<file path="config.mk">
export PLATFORM = sky130hd
export DESIGN_NAME = pipeline_ctrl
export DESIGN_NICKNAME = d
export VERILOG_FILES = /design/src/rtl/pipeline_ctrl_pkg.sv /design/src/rtl/pipeline_ctrl_sat_counter.sv /design/src/rtl/pipeline_ctrl.sv
export SDC_FILE = /design/constraint.sdc
export NUM_CORES = 1
export LEC_CHECK = 0
export CAP_MARGIN = 10
export CELL_PAD_IN_SITES_DETAIL_PLACEMENT = 1
export CELL_PAD_IN_SITES_GLOBAL_PLACEMENT = 1
export CORE_MARGIN = 5
export CORE_UTILIZATION = 39
export CTS_CLUSTER_DIAMETER = 40
export DETAILED_ROUTE_END_ITERATION = 10
export PLACE_DENSITY = 0.79
export SLEW_MARGIN = 30
export SYNTH_ARGS = -nofsm -noshare
export SYNTH_HDL_FRONTEND = slang
export SYNTH_SLANG_ARGS = --single-unit
</file>
<file path="constraint.sdc">
create_clock -name clk -period 3.1 [get_ports clk]
set_input_delay 0.465 -clock clk [delete_from_list [all_inputs] [get_ports clk]]
set_output_delay 0.465 -clock clk [all_outputs]
set_load 0.05 [all_outputs]
</file>
<file path="src/rtl/pipeline_ctrl_pkg.sv">
// Shared definitions for the pipeline hazard controller: FSM state encoding
// and default timing parameters.
package pipeline_ctrl_pkg;

  typedef enum logic [1:0] {
    RUN      = 2'd0,
    MEM_WAIT = 2'd1,
    FLUSH    = 2'd2,
    ERR      = 2'd3
  } state_t;

  localparam int DEF_FLUSH_CYCLES = 1;
  localparam int DEF_MEM_TIMEOUT  = 15;

endpackage

</file>
<file path="src/rtl/pipeline_ctrl_sat_counter.sv">
// Saturating up-counter with synchronous reset and clear; holds at all-ones.
module sat_counter #(
  parameter int WIDTH = 32
) (
  input  logic             clk,
  input  logic             rst,
  input  logic             clr,
  input  logic             inc,
  output logic [WIDTH-1:0] count
);

  logic [WIDTH-1:0] count_reg;

  always_ff @(posedge clk) begin
    if (rst || clr) begin
      count_reg <= '0;
    end else if (inc && (count_reg != '1)) begin
      count_reg <= count_reg + 1'b1;
    end
  end

  assign count = count_reg;

endmodule

</file>
<file path="src/rtl/pipeline_ctrl.sv">
// Hazard/sequencing controller for a 5-stage pipeline: merges RAW, jump and
// data-memory stalls into stage enables/flushes and keeps perf counters.
module pipeline_ctrl
  import pipeline_ctrl_pkg::*;
#(
  parameter int FLUSH_CYCLES = DEF_FLUSH_CYCLES,
  parameter int MEM_TIMEOUT  = DEF_MEM_TIMEOUT,
  parameter int CNT_W        = 32
) (
  input  logic             clk,
  input  logic             rst,
  input  logic             sb_stall,
  input  logic             jmp,
  input  logic             mem_req,
  input  logic             mem_ack,
  input  logic             imem_ready,
  output logic             pc_en,
  output logic             if_id_en,
  output logic             id_ex_en,
  output logic             ex_mem_en,
  output logic             mem_wb_en,
  output logic             if_id_flush,
  output logic             id_ex_flush,
  output logic             stall_jmp_mem,
  output logic             mem_err,
  output logic [CNT_W-1:0] stall_cycles,
  output logic [CNT_W-1:0] flush_count
);

  localparam int         TMR_W     = $clog2(MEM_TIMEOUT + 1);
  localparam logic [1:0] FLUSH_REM = 2'(FLUSH_CYCLES - 1);

  state_t     state_reg, state_next;
  logic       jmp_pending_reg, jmp_pending_next;
  logic [1:0] remaining_reg, remaining_next;
  logic       mem_err_reg, mem_err_next;

  logic       mem_wait;
  logic [4:0] en;
  logic       stall_inc, flush_inc, tmr_inc, tmr_clr;
  logic [TMR_W-1:0] tmr_count;

  assign mem_wait = mem_req & ~mem_ack;
  assign {pc_en, if_id_en, id_ex_en, ex_mem_en, mem_wb_en} = en;

  always_comb begin
    state_next       = state_reg;
    jmp_pending_next = jmp_pending_reg;
    remaining_next   = remaining_reg;
    mem_err_next     = mem_err_reg;
    en               = '0;
    if_id_flush      = 1'b0;
    id_ex_flush      = 1'b0;
    stall_jmp_mem    = 1'b0;
    flush_inc        = 1'b0;
    tmr_inc          = 1'b0;
    tmr_clr          = 1'b0;

    if (rst) begin
      if_id_flush = 1'b1;
      id_ex_flush = 1'b1;
    end else begin
      case (state_reg)
        RUN: begin
          if (mem_wait) begin
            stall_jmp_mem = 1'b1;
            state_next    = MEM_WAIT;
            tmr_clr       = 1'b1;
            if (jmp) jmp_pending_next = 1'b1;
          end else if (jmp) begin
            // ID holds a wrong-path instruction, so sb_stall is irrelevant here
            en            = '1;
            if_id_flush   = 1'b1;
            id_ex_flush   = 1'b1;
            stall_jmp_mem = 1'b1;
            flush_inc     = 1'b1;
            if (FLUSH_CYCLES > 1) begin
              state_next     = FLUSH;
              remaining_next = FLUSH_REM;
            end
          end else if (sb_stall) begin
            en          = 5'b00111;
            id_ex_flush = 1'b1;
          end else if (!imem_ready) begin
            en          = 5'b01111;
            if_id_flush = 1'b1;
          end else begin
            en = '1;
          end
        end

        MEM_WAIT: begin
          if (mem_ack) begin
            en = '1;
            if (jmp_pending_reg || jmp) begin
              if_id_flush      = 1'b1;
              id_ex_flush      = 1'b1;
              stall_jmp_mem    = 1'b1;
              flush_inc        = 1'b1;
              jmp_pending_next = 1'b0;
              if (FLUSH_CYCLES > 1) begin
                state_next     = FLUSH;
                remaining_next = FLUSH_REM;
              end else begin
                state_next     = RUN;
                remaining_next = '0;
              end
            end else if (remaining_reg != 2'd0) begin
              // resume a flush that this memory wait preempted
              state_next = FLUSH;
            end else begin
              state_next = RUN;
            end
          end else begin
            stall_jmp_mem = 1'b1;
            tmr_inc       = 1'b1;
            if (jmp) jmp_pending_next = 1'b1;
            if (tmr_count == TMR_W'(MEM_TIMEOUT - 1)) begin
              mem_err_next = 1'b1;
              state_next   = ERR;
            end
          end
        end

        FLUSH: begin
          if (mem_wait) begin
            stall_jmp_mem = 1'b1;
            state_next    = MEM_WAIT;
            tmr_clr       = 1'b1;
            if (jmp) jmp_pending_next = 1'b1;
          end else if (jmp) begin
            en             = '1;
            if_id_flush    = 1'b1;
            id_ex_flush    = 1'b1;
            stall_jmp_mem  = 1'b1;
            flush_inc      = 1'b1;
            remaining_next = FLUSH_REM;
          end else begin
            en             = '1;
            id_ex_flush    = 1'b1;
            stall_jmp_mem  = 1'b1;
            remaining_next = remaining_reg - 2'd1;
            if (remaining_reg == 2'd1) state_next = RUN;
          end
        end

        ERR: begin
          mem_err_next = 1'b1;
        end
      endcase
    end
  end

  assign stall_inc = ~rst & ~en[4] & (state_reg != ERR);

  always_ff @(posedge clk) begin
    if (rst) begin
      state_reg       <= RUN;
      jmp_pending_reg <= 1'b0;
      remaining_reg   <= 2'd0;
      mem_err_reg     <= 1'b0;
    end else begin
      state_reg       <= state_next;
      jmp_pending_reg <= jmp_pending_next;
      remaining_reg   <= remaining_next;
      mem_err_reg     <= mem_err_next;
    end
  end

  assign mem_err = mem_err_reg;

  sat_counter #(.WIDTH(CNT_W)) u_stall_cnt (
    .clk   (clk),
    .rst   (rst),
    .clr   (1'b0),
    .inc   (stall_inc),
    .count (stall_cycles)
  );

  sat_counter #(.WIDTH(CNT_W)) u_flush_cnt (
    .clk   (clk),
    .rst   (rst),
    .clr   (1'b0),
    .inc   (flush_inc),
    .count (flush_count)
  );

  sat_counter #(.WIDTH(TMR_W)) u_mem_tmr (
    .clk   (clk),
    .rst   (rst),
    .clr   (tmr_clr),
    .inc   (tmr_inc),
    .count (tmr_count)
  );

endmodule

</file>
==> results of run 1 <==
[per-layer routing]
layer  GRT usage, %  routed length, um  up-vias
li1               -                  -     2096
met2           33.5               6260       80
met1           25.9               5740     2065
met4           5.07                164        0
met3           2.59                401       14
met5              0                  0        -
[power breakdown]
group	internal, uW	leakage [uW]	switching (uW)
sequential	966	0.000597	18.2
clock	289	0.0000831	371
combinational	126	0.000977	246
[critical path: stages, from the launching register on]
cell	delay (ps)
sky130_fd_sc_hd__dfxtp_1	350
sky130_fd_sc_hd__inv_1	110
sky130_fd_sc_hd__ha_1	390
sky130_fd_sc_hd__nor2_1	230
sky130_fd_sc_hd__o31a_1	340
sky130_fd_sc_hd__o21ai_0	330
sky130_fd_sc_hd__buf_12	190
[through the flow]
step,std cells,hold slack [ps],power (uW)
global route,733,477,2110
detailed placement,716,453,1380
finish,733,456,2020
floorplan,516,432,1260
CTS,732,445,2040
global placement,716,440,1360
[path summary, 6_finish.rpt]
kind                               end
hold / removal        remaining_reg[0]
hold reg to reg                mem_err
setup / recovery           if_id_flush
setup reg to reg  u_flush_cnt.count[1]
[placed cells by master (no fill, tap or decap), drive strengths merged, types with 5 or more instances in the layout]
master         instances
nand2                 40
nor2                  30
o31ai                 22
clkdlybuf4s50         70
ha                    11
and4                   7
buf                   21
nor2b                  8
o311ai                 5
mux2                   6
or4                   25
inv                   19
o21ai                 32
nand4                 25
clkbuf                11
nor4                  11
dfxtp                 74
nand3                 28
nor3                   7
or3                   29
a21oi                 57
[final cells by class]
class / instances / area (sq um)
fillers: 1318 / 5440
clock inverters: 5 / 31.3
multi-input cells: 393 / 2490
clock buffers: 11 / 131
flip-flops and latches: 74 / 1480
inverters: 19 / 71.3
repair buffers: 91 / 918
well taps: 140 / 175
[cell families after synthesis]
family	share of synthesized area [%]
AOI/OAI and AO/OA	21.9
xor gates and xnor gates	1.04
adders and majority gates	3.26
buffers and inverters	5.92
DFF	35.1
muxes	1.84
and+or+nand+nor	30.9
==> run_results.csv, run 1 <==
group,metric,value,unit
outcome,outcome,"finished clean",
yosys,synth_enable_flop_cells,0,
cts,cts_resized,0,
die,ios,80,
yosys,synth_warnings,0,
sta,hold_violations,0,
placement,hpwl,9060,um
yosys,dominantRegCellSynth,"sky130_fd_sc_hd__dfxtp_1",
cts,cts_setup_buffers,0,
detailed_routing,drt_first_iter_violations,132,
final_layout,syn_to_final_growth,25.5,%
yosys,syn-instance-count,516,
yosys,number_of_different_library_cells_in_the_post_synthesis_netlist,59,
placement,detailed_place.area,5130,sq um
yosys,yosys-top-cells-count,"74 x sky130_fd_sc_hd__dfxtp_1, 57 x sky130_fd_sc_hd__a21oi_1, 40 x sky130_fd_sc_hd__nand2_1",
worst_hold_path,worstHoldPathCells,2,
yosys,synth_async_sr_flop_share,0,%
worst_setup_path,crit-reg2reg-launch,"u_flush_cnt.count[9]",
grt,maximum_number_of_pins_on_one_net_before_global_route_repair,62,
cts,cts_max_level,3,
cts,cts_root_buffer,"sky130_fd_sc_hd__clkbuf_8",
detailed_routing,detailroute.via_count,4255,
grt,grt_pass1_vias,4323,
worst_setup_path,cp-end-kind,"primary output",
placement,gpl_wtd_cong,0.817,
sta,rsz0062_at_grt,"false",
die,fp.dieH,114,um
sta,final_min_period_over_clock_period,88.7,%
yosys,synth_sequential_area_ratio,35.1,%
job,timing.max_cap.violations,0,
yosys,synth_area,4230,sq um
pwr,static-leakage-power,0.00166,uW
sta,tns,0,ps
cts,cts.sink_count,74,
die,coreArea,10700,sq um
final_layout,design_area,5300,sq um
final_layout,nNetsFinal,606,
yosys,synth_area_per_cell,8.19,sq um
cts,cts_made_buffers,9,
worst_setup_path,crit_type,"reg2out",
grt,grt_usage,19.5,%
yosys,synth_area_leader,"sky130_fd_sc_hd__dfxtp_1",
placement,port_buffers,79,
die,die_outline_area,13000,sq um
worst_hold_path,min-delay-path-class,"in2reg",
final_layout,ant_diodes,0,
die,placement_rows,38,
sta,period_needed,2750,ps
worst_setup_path,ff2ff_path_depth,6,
die,dieWidth,114,um
sta,clk_skew,7.56,ps
pwr,vdd.ir_drop.worst,0.156,mV
cts,postCtsHoldBufs,0,
final_layout,finalCoreUtilization,49.3,%
detailed_routing,drt-vias-per-instance,5.80,
detailed_routing,drc,0,
die,start_util,39.3,%
final_layout,layout-drive-gt1-share,10.3,%
sta,setup_slack,351,ps
worst_setup_path,rrSetupSlack,420,ps
cts,clk_path_buf_depth,2,
grt,grt_first_pass_wirelength,21200,um
worst_hold_path,hp-start,"rst",
cts,clk_pin_slew,80,ps
yosys,post_synth_main_area_contributors,"sky130_fd_sc_hd__dfxtp_1 35%, sky130_fd_sc_hd__a21oi_1 6.8%, sky130_fd_sc_hd__or3_1 4.1%, sky130_fd_sc_hd__o21ai_0 3.8%, sky130_fd_sc_hd__o31ai_1 3.7%",
cts,worst_skew_pair.late_latency,350,ps
sta,max_slew_margin,49.5,%
detailed_routing,drt_first_pass_iters,6,
yosys,mappedNetlistNets,534,
yosys,postSynthRegisterBits,74,
worst_setup_path,cp_max_fo,10,
detailed_routing,drt-wirelength-per-cell,17.1,um
worst_setup_path,worstPathRequired,2630,ps
worst_setup_path,critical_path_data_arrival_time,2280,ps
yosys,most_frequently_used_cell_type_in_the_post_synthesis_netlist,"sky130_fd_sc_hd__dfxtp_1",
sta,finalSetupViolCount,0,
sta,worst-slew-pin-transition,757,ps
worst_setup_path,setup.worst_path.start_class,"register",
detailed_routing,route.antenna.remaining_nets,0,
yosys,post-synth-top-area-fraction,35.1,%
sta,max_freq,364,MHz
pwr,pwr_density_cell,380,nW/um^2
grt,globalRoute.totalOverflow,0,
cts,cts_tree,"built",
sta,finalMaxSlewViolations,0,
worst_setup_path,startpoint,"state_reg[0]",
grt,grt_antenna_before_repair,0,
detailed_routing,wirelength,12600,um
placement,worst_setup_slack_after_placement,102,ps
(Power assumes the default switching activity.)
==> run 2, diff against run 1 <==
--- a/config.mk
+++ b/config.mk
@@ -5,7 +5,7 @@
 export SDC_FILE = /design/constraint.sdc
 export NUM_CORES = 1
 export LEC_CHECK = 0
-export CAP_MARGIN = 10
+export CAP_MARGIN = 20
 export CELL_PAD_IN_SITES_DETAIL_PLACEMENT = 1
 export CELL_PAD_IN_SITES_GLOBAL_PLACEMENT = 1
 export CORE_MARGIN = 5
==> results of run 2 <==
No change in the layout: final DEF, timing and power equal those of run 1.
